$ cat src/rtl/pass_pkg.sv
// pass_pipe shared definitions.
// Default sizes and the occupancy-counter width helper.
package pass_pkg;

  localparam int PASS_WIDTH_DEFAULT = 8;
  localparam int PASS_DEPTH_DEFAULT = 4;

  function automatic int cnt_width(input int depth);
    return $clog2(depth + 1);
  endfunction

endpackage

$ cat src/rtl/pass_stage.sv
// One valid+data slice of the pass pipeline.
// Data only toggles when a valid beat is loaded.
module pass_stage #(
  parameter int               WIDTH      = 8,
  parameter logic [WIDTH-1:0] RESET_DATA = '0
) (
  input  logic             clock,
  input  logic             clear,
  input  logic             load,
  input  logic             in_valid,
  input  logic [WIDTH-1:0] in_data,
  output logic             valid,
  output logic [WIDTH-1:0] data
);

  always_ff @(posedge clock) begin
    if (clear) begin
      valid <= 1'b0;
      data  <= RESET_DATA;
    end else if (load) begin
      valid <= in_valid;
      if (in_valid) begin
        data <= in_data;
      end
    end
  end

endmodule

$ cat src/rtl/pass_pipe.sv
// DEPTH-stage valid/ready delay pipeline with bubble
// collapsing, synchronous flush and occupancy count.
module pass_pipe
  import pass_pkg::*;
#(
  parameter int               WIDTH      = PASS_WIDTH_DEFAULT,
  parameter int               DEPTH      = PASS_DEPTH_DEFAULT,
  parameter logic [WIDTH-1:0] RESET_DATA = '0
) (
  input  logic                       clock,
  input  logic                       reset_n,
  input  logic                       in_valid,
  output logic                       in_ready,
  input  logic [WIDTH-1:0]           in_data,
  output logic                       out_valid,
  input  logic                       out_ready,
  output logic [WIDTH-1:0]           out_data,
  input  logic                       flush,
  output logic [$clog2(DEPTH+1)-1:0] count
);

  localparam int CW = cnt_width(DEPTH);

  logic [DEPTH-1:0] valid;
  logic [DEPTH-1:0] ready;
  logic [WIDTH-1:0] data [DEPTH];
  logic             clear;
  logic             in_xfer;
  logic             out_xfer;

  assign clear = !reset_n || flush;

  // Walk from the output back so each ready sees the ones ahead.
  always_comb begin
    logic r;
    r     = out_ready;
    ready = '0;
    for (int k = DEPTH - 1; k >= 0; k--) begin
      r        = r || !valid[k];
      ready[k] = r;
    end
  end

  assign in_ready  = ready[0] && !flush && reset_n;
  assign in_xfer   = in_valid && in_ready;
  assign out_valid = valid[DEPTH-1];
  assign out_data  = data[DEPTH-1];
  assign out_xfer  = out_valid && out_ready;

  for (genvar k = 0; k < DEPTH; k++) begin : g_stage
    if (k == 0) begin : g_head
      pass_stage #(
        .WIDTH      (WIDTH),
        .RESET_DATA (RESET_DATA)
      ) u_stage (
        .clock    (clock),
        .clear    (clear),
        .load     (ready[k]),
        .in_valid (in_xfer),
        .in_data  (in_data),
        .valid    (valid[k]),
        .data     (data[k])
      );
    end else begin : g_body
      pass_stage #(
        .WIDTH      (WIDTH),
        .RESET_DATA (RESET_DATA)
      ) u_stage (
        .clock    (clock),
        .clear    (clear),
        .load     (ready[k]),
        .in_valid (valid[k-1]),
        .in_data  (data[k-1]),
        .valid    (valid[k]),
        .data     (data[k])
      );
    end
  end

  always_ff @(posedge clock) begin
    if (clear) begin
      count <= '0;
    end else begin
      count <= count + CW'(in_xfer) - CW'(out_xfer);
    end
  end

endmodule

$ cat config.mk
export PLATFORM = sky130hd
export DESIGN_NAME = pass_pipe
export DESIGN_NICKNAME = d
export VERILOG_FILES = /design/src/rtl/pass_pkg.sv /design/src/rtl/pass_stage.sv /design/src/rtl/pass_pipe.sv
export SDC_FILE = /design/constraint.sdc
export NUM_CORES = 1
export LEC_CHECK = 0
export BUFFER_PORTS_ARGS = -buffer_cell sky130_fd_sc_hd__buf_2
export CAP_MARGIN = 15
export CORE_ASPECT_RATIO = 1.1
export CORE_MARGIN = 1.5
export CORE_UTILIZATION = 40
export DETAILED_ROUTE_END_ITERATION = 8
export GPL_TIMING_DRIVEN = 1
export PLACE_DENSITY = 0.56
export SYNTH_ARGS = -nofsm -noshare
export SYNTH_HDL_FRONTEND = slang
export SYNTH_HIERARCHICAL = 1
export SYNTH_SLANG_ARGS = --single-unit
export TNS_END_PERCENT = 30
$ cat constraint.sdc
create_clock -name clock -period 2.3 [get_ports clock]
set_clock_uncertainty 0.1 [all_clocks]
set_input_delay 0.345 -clock clock [delete_from_list [all_inputs] [get_ports clock]]
set_output_delay 0.345 -clock clock [all_outputs]
set_load 0.01 [all_outputs]
==> results of run 1 <==
[cell families (layout without fill, tap and decap cells)]
logic type | Yosys count | count (layout)
compound gates | 67 | 67
xor+xnor | 1 | 1
fa+ha+maj | 3 | 3
buf+inv | 25 | 42
flops | 39 | 39
mux | 4 | 4
simple gates | 46 | 46
[metal layers]
metal,GRT usage (%),up-vias,part of all wire [%]
met2,21.7,24,45
li1,-,676,-
met5,0,-,0
met1,18.2,579,49
met3,4.99,6,4.6
met4,6.00,0,1.6
[critical path, stage by stage (launching register included)]
cell	delay, ps
dfxtp_2	370
and4b_2	290
inv_2	50
o21ai_2	110
ha_1	240
inv_1	60
ha_1	120
inv_1	40
fa_1	370
xnor3_1	210
nor2_1	40
[registers in the layout, indices dropped and copies added, names as in the netlist]
register and cells:
g_stage.g_head.u_stage/data 8, g_stage.g_body.u_stage/data 24, count 3, g_stage.g_head.u_stage/valid 1
g_stage.g_body.u_stage/valid 3
[cell usage after synthesis]
cell       n
xnor3_1    1
a21bo_2   28
nand2_1    1
mux2i_1    4
buf_6      8
buf_1      4
inv_2      1
buf_2      4
inv_1      4
nand2b_1   1
and2_2     1
a21oi_2    4
buf_8      4
and3b_1    1
or2b_2     1
a21boi_1   1
nor2_1     7
ha_1       2
a21oi_1   29
nand3_1   32
o21ai_2    1
fa_1       1
and4b_2    1
nand3b_1   1
a21bo_1    4
dfxtp_1   39
[power by group through the flow]
stage	Sequential, W	Clock [W]	Combinational (W)
2_1_floorplan	0.000695	0	0.0000279
3_3_place_gp	0.000695	0	0.0000423
3_5_place_dp	0.000695	0	0.0000441
4_1_cts	0.000679	0.000427	0.0000442
5_1_grt	0.000679	0.000459	0.0000493
6_report	0.000679	0.000413	0.0000437
[stage by stage]
stage	cell area [um^2]	worst slack (ps)
finish	1980	176
global route	1980	74.6
CTS	1970	119
detailed placement	1900	30.3
global placement	1900	111
floorplan	1850	222
[final timing paths]
check / from / to
min: in_data[5] / g_stage[0].g_head.u_stage/data[5]
min reg2reg: g_stage[1].g_body.u_stage/data[6] / g_stage[2].g_body.u_stage/data[6]
max: g_stage[3].g_body.u_stage/valid / count[2]
max reg2reg: g_stage[3].g_body.u_stage/valid / count[2]
[cell type report]
type	count	share of cell area [%]
clock buffers	6	3.67
inverters	5	0.950
multi-input cells	121	43.8
flip-flops and latches	39	39.6
well taps	54	3.42
repair buffers	31	8.61
==> summary.txt, run 1 <==
Floorplanning
  • FP Rows: 25
  • Die Span X: between 60 and 70 um
  • Area of the die: ~5000 um^2
  • Ports: 26
  • Placeable Area: between 4000 and 5000 um^2
  • Die height: 74.3 um
  • Initial Utilization: around 42%

Logic synthesis
  • Post-synthesis mux area share: under 10%
  • Share of the yosys chip area belonging to registers: 42.2%
  • Syn. warnings: 6
  • Avg Inst Size Synth: 10.0 um^2
  • Post-synthesis cell count: ~190
  • Mapped cell area: around 1800 um^2
  • Post-synthesis xor/xnor area fraction: under 10%
  • Synth area leader: dfxtp_1
  • Simple-Gate Fraction of Synth Area: between 10 and 15%
  • Synthesized flop and latch total: 39
  • Syn nets: roughly 200
  • Largest family of logic cells by synthesized area: compound AO/OA/AOI/OAI gates
  • Synth Area in Compound Gates: about 28%
  • Adder-cell area share of the yosys netlist: under 10%
  • Synth cell types: 26
  • Synth area leaders: dfxtp_1 42%, a21bo_2 15%, nand3_1 8.7%
  • Top cell type's share of synthesized area: a little over two fifths

Cells and area
  • Commonest cells after routing, fill and taps aside: 38 x dfxtp_1, 32 x nand3_1, 29 x a21oi_1
  • Commonest non-fill, non-tap cell in the layout: dfxtp_1
  • Fill count: between 400 and 500
  • Storage element area: about 800 um^2
  • Non-Filler Instances: between 200 and 300
  • Share of cells above drive strength 1: between 30% and 40%
  • Multi-input gate area: just under 900 um^2
  • Final #Nets: approximately 220
  • Layout area overhead: 6.83%
  • Diode count: 0
  • Fin util: 45.1%

CTS
  • CTS clk-pin slew, worst paths: about 70 ps
  • Clk buf depth: 2
  • Post-CTS sizing: 0
  • Post-CTS Setup Bufs: 0
  • Clk sinks: 39
  • CTS tree: yes
  • # hold bufs at CTS: 0
  • Inserted Clock Buffers: 5
  • Worst-skew pair later-pin latency: roughly 280 ps
  • # H-tree levels: 2
  • Root buffer cell: clkbuf_8

Pwr
  • Int Pwr: 0.000898 W
  • Static Leak: between 0.7 and 0.8 nW
  • Total power: approximately 0.0011 W
  • Flop pwr share: around 60%
  • VDD IR max: between 300 and 400 uV
  • PD cells: about 570 nW/um^2
  • Logic gate share of total power: under 10%
  • Sw Share: 20.9%
  • Clock group share of total power: 36.3%
  • Switch Pwr: ~0.00024 W

Placed design
  • DP Cell Count: 250
  • HPWL Detailed: around 2.1 mm
  • I/O Buffers: 25
  • RePlAce Congestion: about 0.67

STA
  • RSZ-0062 raised after global routing: no
  • Final setup viols: 0
  • Hold Slack: roughly 220 ps
  • Final Slew Violations: 0
  • Least-Margin Pin Slew: approximately 690 ps
  • Final hold vios: 0
  • Setup TNS: 0 ps
  • Max-slew headroom: 54.0%
  • Fmax: ~0.47 GHz
  • Min cycle time layout: roughly 2100 ps
  • Final Cycle Share: between 90% and 100%

Min path
  • HP Class: in -> reg
  • Hold depth: 3

Flow run
  • Max Cap Viol: 0

GRT
  • Vias in the first global route: 1171
  • First-pass GRT wire length: 5.42 mm
  • GRT Total Usage: ~14%
  • Largest net degree at the start of global routing: 40
  • Initial antenna violation count: 0
  • Remaining global-route overflow: 0

Route
  • Vias: roughly 1300
  • Detailed-route wire length per cell: ~12 um
  • Drt first pass iters: 4
  • Wirelength, routed: 3.17 mm
  • Post-route ant nets: 0
  • Starting DRC count in detailed routing: a little over 60
  • # DRC: 0
  • Via-to-Cell Ratio: 5.02

Setup path
  • CP Class: reg -> reg
  • Crit path DAT: roughly 2200 ps
  • Crit-path max FO: 6
  • R2R Setup Slk: 180 ps
  • Reg2Reg Depth: 10
  • Critical Path Start Type: register
  • Worst setup EP type: register
  • Worst path required time: approximately 2400 ps

Outcome
  • Run status: finished, final reports clean
Note: power is estimated with default switching activity, not from simulation.
==> run 2, diff against run 1 <==
--- a/config.mk
+++ b/config.mk
@@ -8,7 +8,7 @@
 export BUFFER_PORTS_ARGS = -buffer_cell sky130_fd_sc_hd__buf_2
 export CAP_MARGIN = 15
 export CORE_ASPECT_RATIO = 1.1
-export CORE_MARGIN = 1.5
+export CORE_MARGIN = 2
 export CORE_UTILIZATION = 40
 export DETAILED_ROUTE_END_ITERATION = 8
 export GPL_TIMING_DRIVEN = 1
==> summary.txt, run 2 (synthesis gave the netlist of run 1 again) <==
Pwr
  • PD cells: 589 nW/um^2 (was 575 nW/um^2)
  • Switch Pwr: 0.000260 W (was 0.000238 W)
  • Int Pwr: 0.000908 W (was 0.000898 W)
  • Static Leak: 0.785 nW (was 0.780 nW)
  • Logic gate share of total power: 3.8% (about the same)
  • Clock group share of total power: 38.1% (was 36.3%)
  • Flop pwr share: 58.1% (was 59.8%)
  • VDD IR max: 288 uV (was 301 uV)
  • Sw Share: 22.3% (was 20.9%)

Floorplanning
  • Ports: 26 (unchanged)
  • FP Rows: 25 (unchanged)
  • Placeable Area: 4380 um^2 (unchanged)
  • Die Span X: 68.8 um (was 67.8 um)
  • Initial Utilization: 42.2% (unchanged)
  • Die height: 75.3 um (was 74.3 um)
  • Area of the die: 5180 um^2 (was 5040 um^2)

Setup path
  • Crit path DAT: 2200 ps (was 2180 ps)
  • CP Cell Sequence: and4b_2 > inv_2 > o21ai_2 > ha_1 > inv_1 > ha_1 > inv_1 > fa_1 > xnor3_1 > nor2_1 (unchanged)
  • Worst setup EP type: register (unchanged)
  • CP Class: reg -> reg (unchanged)
  • CP max stage delay: 360 ps (was 370 ps)
  • Worst path required time: 2370 ps (was 2350 ps)
  • Worst setup path start: g_stage[3].g_body.u_stage/valid (unchanged)
  • Crit-path max FO: 6 (unchanged)
  • Origin of the critical flop-to-flop path: g_stage[3].g_body.u_stage/valid (unchanged)
  • Critical Path Start Type: register (unchanged)
  • Critical path's slowest cell: dfxtp_2 (unchanged)

Route
  • Drt first pass iters: 4 (unchanged)
  • Vias: 1320 (was 1285)
  • Wirelength, routed: 3.33 mm (was 3.17 mm)
  • Detailed-route wire length per cell: 12.9 um (was 12.4 um)
  • Via-to-Cell Ratio: 5.12 (was 5.02)
  • Starting DRC count in detailed routing: 49 (was 61)
  • Post-route ant nets: 0 (unchanged)
  • # DRC: 0 (unchanged)

STA
  • RSZ-0062 raised after global routing: no (unchanged)
  • Final hold vios: 0 (unchanged)
  • Final setup viols: 0 (unchanged)
  • Final Cycle Share: 92.2% (was 92.4%)
  • Final Slew Violations: 0 (unchanged)
  • Least-Margin Pin Slew: 660 ps (was 688 ps)
  • Setup TNS: 0 ps (unchanged)
  • Hold Slack: 191 ps (was 220 ps)
  • Min cycle time layout: 2120 ps (about the same)
  • Max-slew headroom: 55.9% (was 54.0%)
  • Fmax: 0.471 GHz (about the same)

Min path
  • Hold path start: in_data[7] (was in_data[5])
  • HP Class: in -> reg (unchanged)

Cells and area
  • Multi-input gate area: 865 um^2 (unchanged)
  • Layout area overhead: 7.31% (was 6.83%)
  • Storage element area: 782 um^2 (unchanged)
  • Commonest non-fill, non-tap cell in the layout: dfxtp_1 (unchanged)
  • Top flop regs: g_stage.g_body.u_stage/data: 24 flops, g_stage.g_head.u_stage/data: 8 flops (unchanged)
  • Share of cells above drive strength 1: 36.8% (was 36.6%)
  • Largest register FFs: 24 (unchanged)
  • Most flops, register: g_stage.g_body.u_stage/data (unchanged)
  • Diode count: 0 (unchanged)
  • Final #Nets: 219 (unchanged)
  • Commonest cells after routing, fill and taps aside: 38 x dfxtp_1, 32 x nand3_1, 29 x a21oi_1 (unchanged)
  • Fill count: 439 (was 442)

CTS
  • Post-CTS sizing: 0 (unchanged)
  • Clk sinks: 39 (unchanged)
  • Post-CTS Setup Bufs: 0 (unchanged)
  • Inserted Clock Buffers: 5 (unchanged)
  • Root buffer cell: clkbuf_8 (unchanged)
  • Worst-skew pair later-pin latency: 300 ps (was 280 ps)
  • Clk buf depth: 2 (unchanged)
  • CTS tree: yes (unchanged)
  • CTS clk-pin slew, worst paths: 70 ps (about the same)
  • # H-tree levels: 2 (unchanged)
  • # hold bufs at CTS: 0 (unchanged)

Placed design
  • HPWL Detailed: 2.19 mm (was 2.09 mm)
  • I/O Buffers: 25 (unchanged)
  • RePlAce Congestion: 0.689 (was 0.671)

Flow run
  • Max Cap Viol: 0 (unchanged)

GRT
  • First-pass GRT wire length: 5.35 mm (was 5.42 mm)
  • Vias in the first global route: 1209 (was 1171)
  • GRT Total Usage: 14.4% (was 14.2%)
  • Initial antenna violation count: 0 (unchanged)
  • Remaining global-route overflow: 0 (unchanged)
  • Largest net degree at the start of global routing: 40 (unchanged)

Outcome
  • Run status: finished, final reports clean (unchanged)
[run 2: critical path, delay by kind of cell, from the launching register on]
family,cells,cell delay [ps]
buffers and inverters,3,160
AND/OR/NAND/NOR,2,320
flip-flops,1,360
adder cells (fa/ha/maj),3,730
AO/OA/AOI/OAI,1,110
XOR/XNOR,1,210
[run 2: metrics by stage]
stage | std cells | power [W] | util (%) | instance area, um^2 | worst slack [ps]
6_report | 258 | 0.00117 | 45.3 | 1980 | 179
5_1_grt | 258 | 0.00122 | 45.3 | 1980 | 36.5
4_1_cts | 258 | 0.00119 | 45.3 | 1980 | 114
3_5_place_dp | 250 | 0.000739 | 43.4 | 1900 | 24.2
3_3_place_gp | 250 | 0.000737 | 43.4 | 1900 | 112
2_1_floorplan | 185 | 0.000723 | - | 1850 | 222
[run 2: path summary, 6_finish.rpt]
| kind | endpoint | slack (ps) | depth (start not counted) |
|---|---|---|---|
| worst max-delay path | count[2] | 180 | 10 |
| worst min register to register | g_stage[3].g_body.u_stage/data[7] | 360 | 2 |
| worst min-delay path | g_stage[0].g_head.u_stage/data[7] | 190 | 3 |
| worst max register to register | count[2] | 180 | 10 |
[run 2: metal layers]
layer,up-vias,global-route usage [%],part of all wire (%),wire length [um]
li1,680,-,-,-
met5,-,0,0,0
met1,608,16.1,45,1510
met4,0,11.1,2.4,80
met2,26,23.4,48,1580
met3,6,3.55,4.7,157
[run 2: power groups by stage]
stage	logic [W]	registers (W)	clock network [W]
after floorplan	0.0000279	0.000695	0
after global placement	0.0000424	0.000695	0
after detailed placement	0.0000443	0.000695	0
after CTS	0.0000445	0.000679	0.000465
after global routing	0.0000492	0.000679	0.000489
final	0.0000440	0.000679	0.000446
[run 2: cell type report]
cell class	instances	area share, %
timing repair buffer	31	8.58
multi-input combinational	121	43.6
tap	54	3.40
clock buffer	7	3.85
sequential	39	39.4
clock inverter	1	0.252
inverter	5	0.946
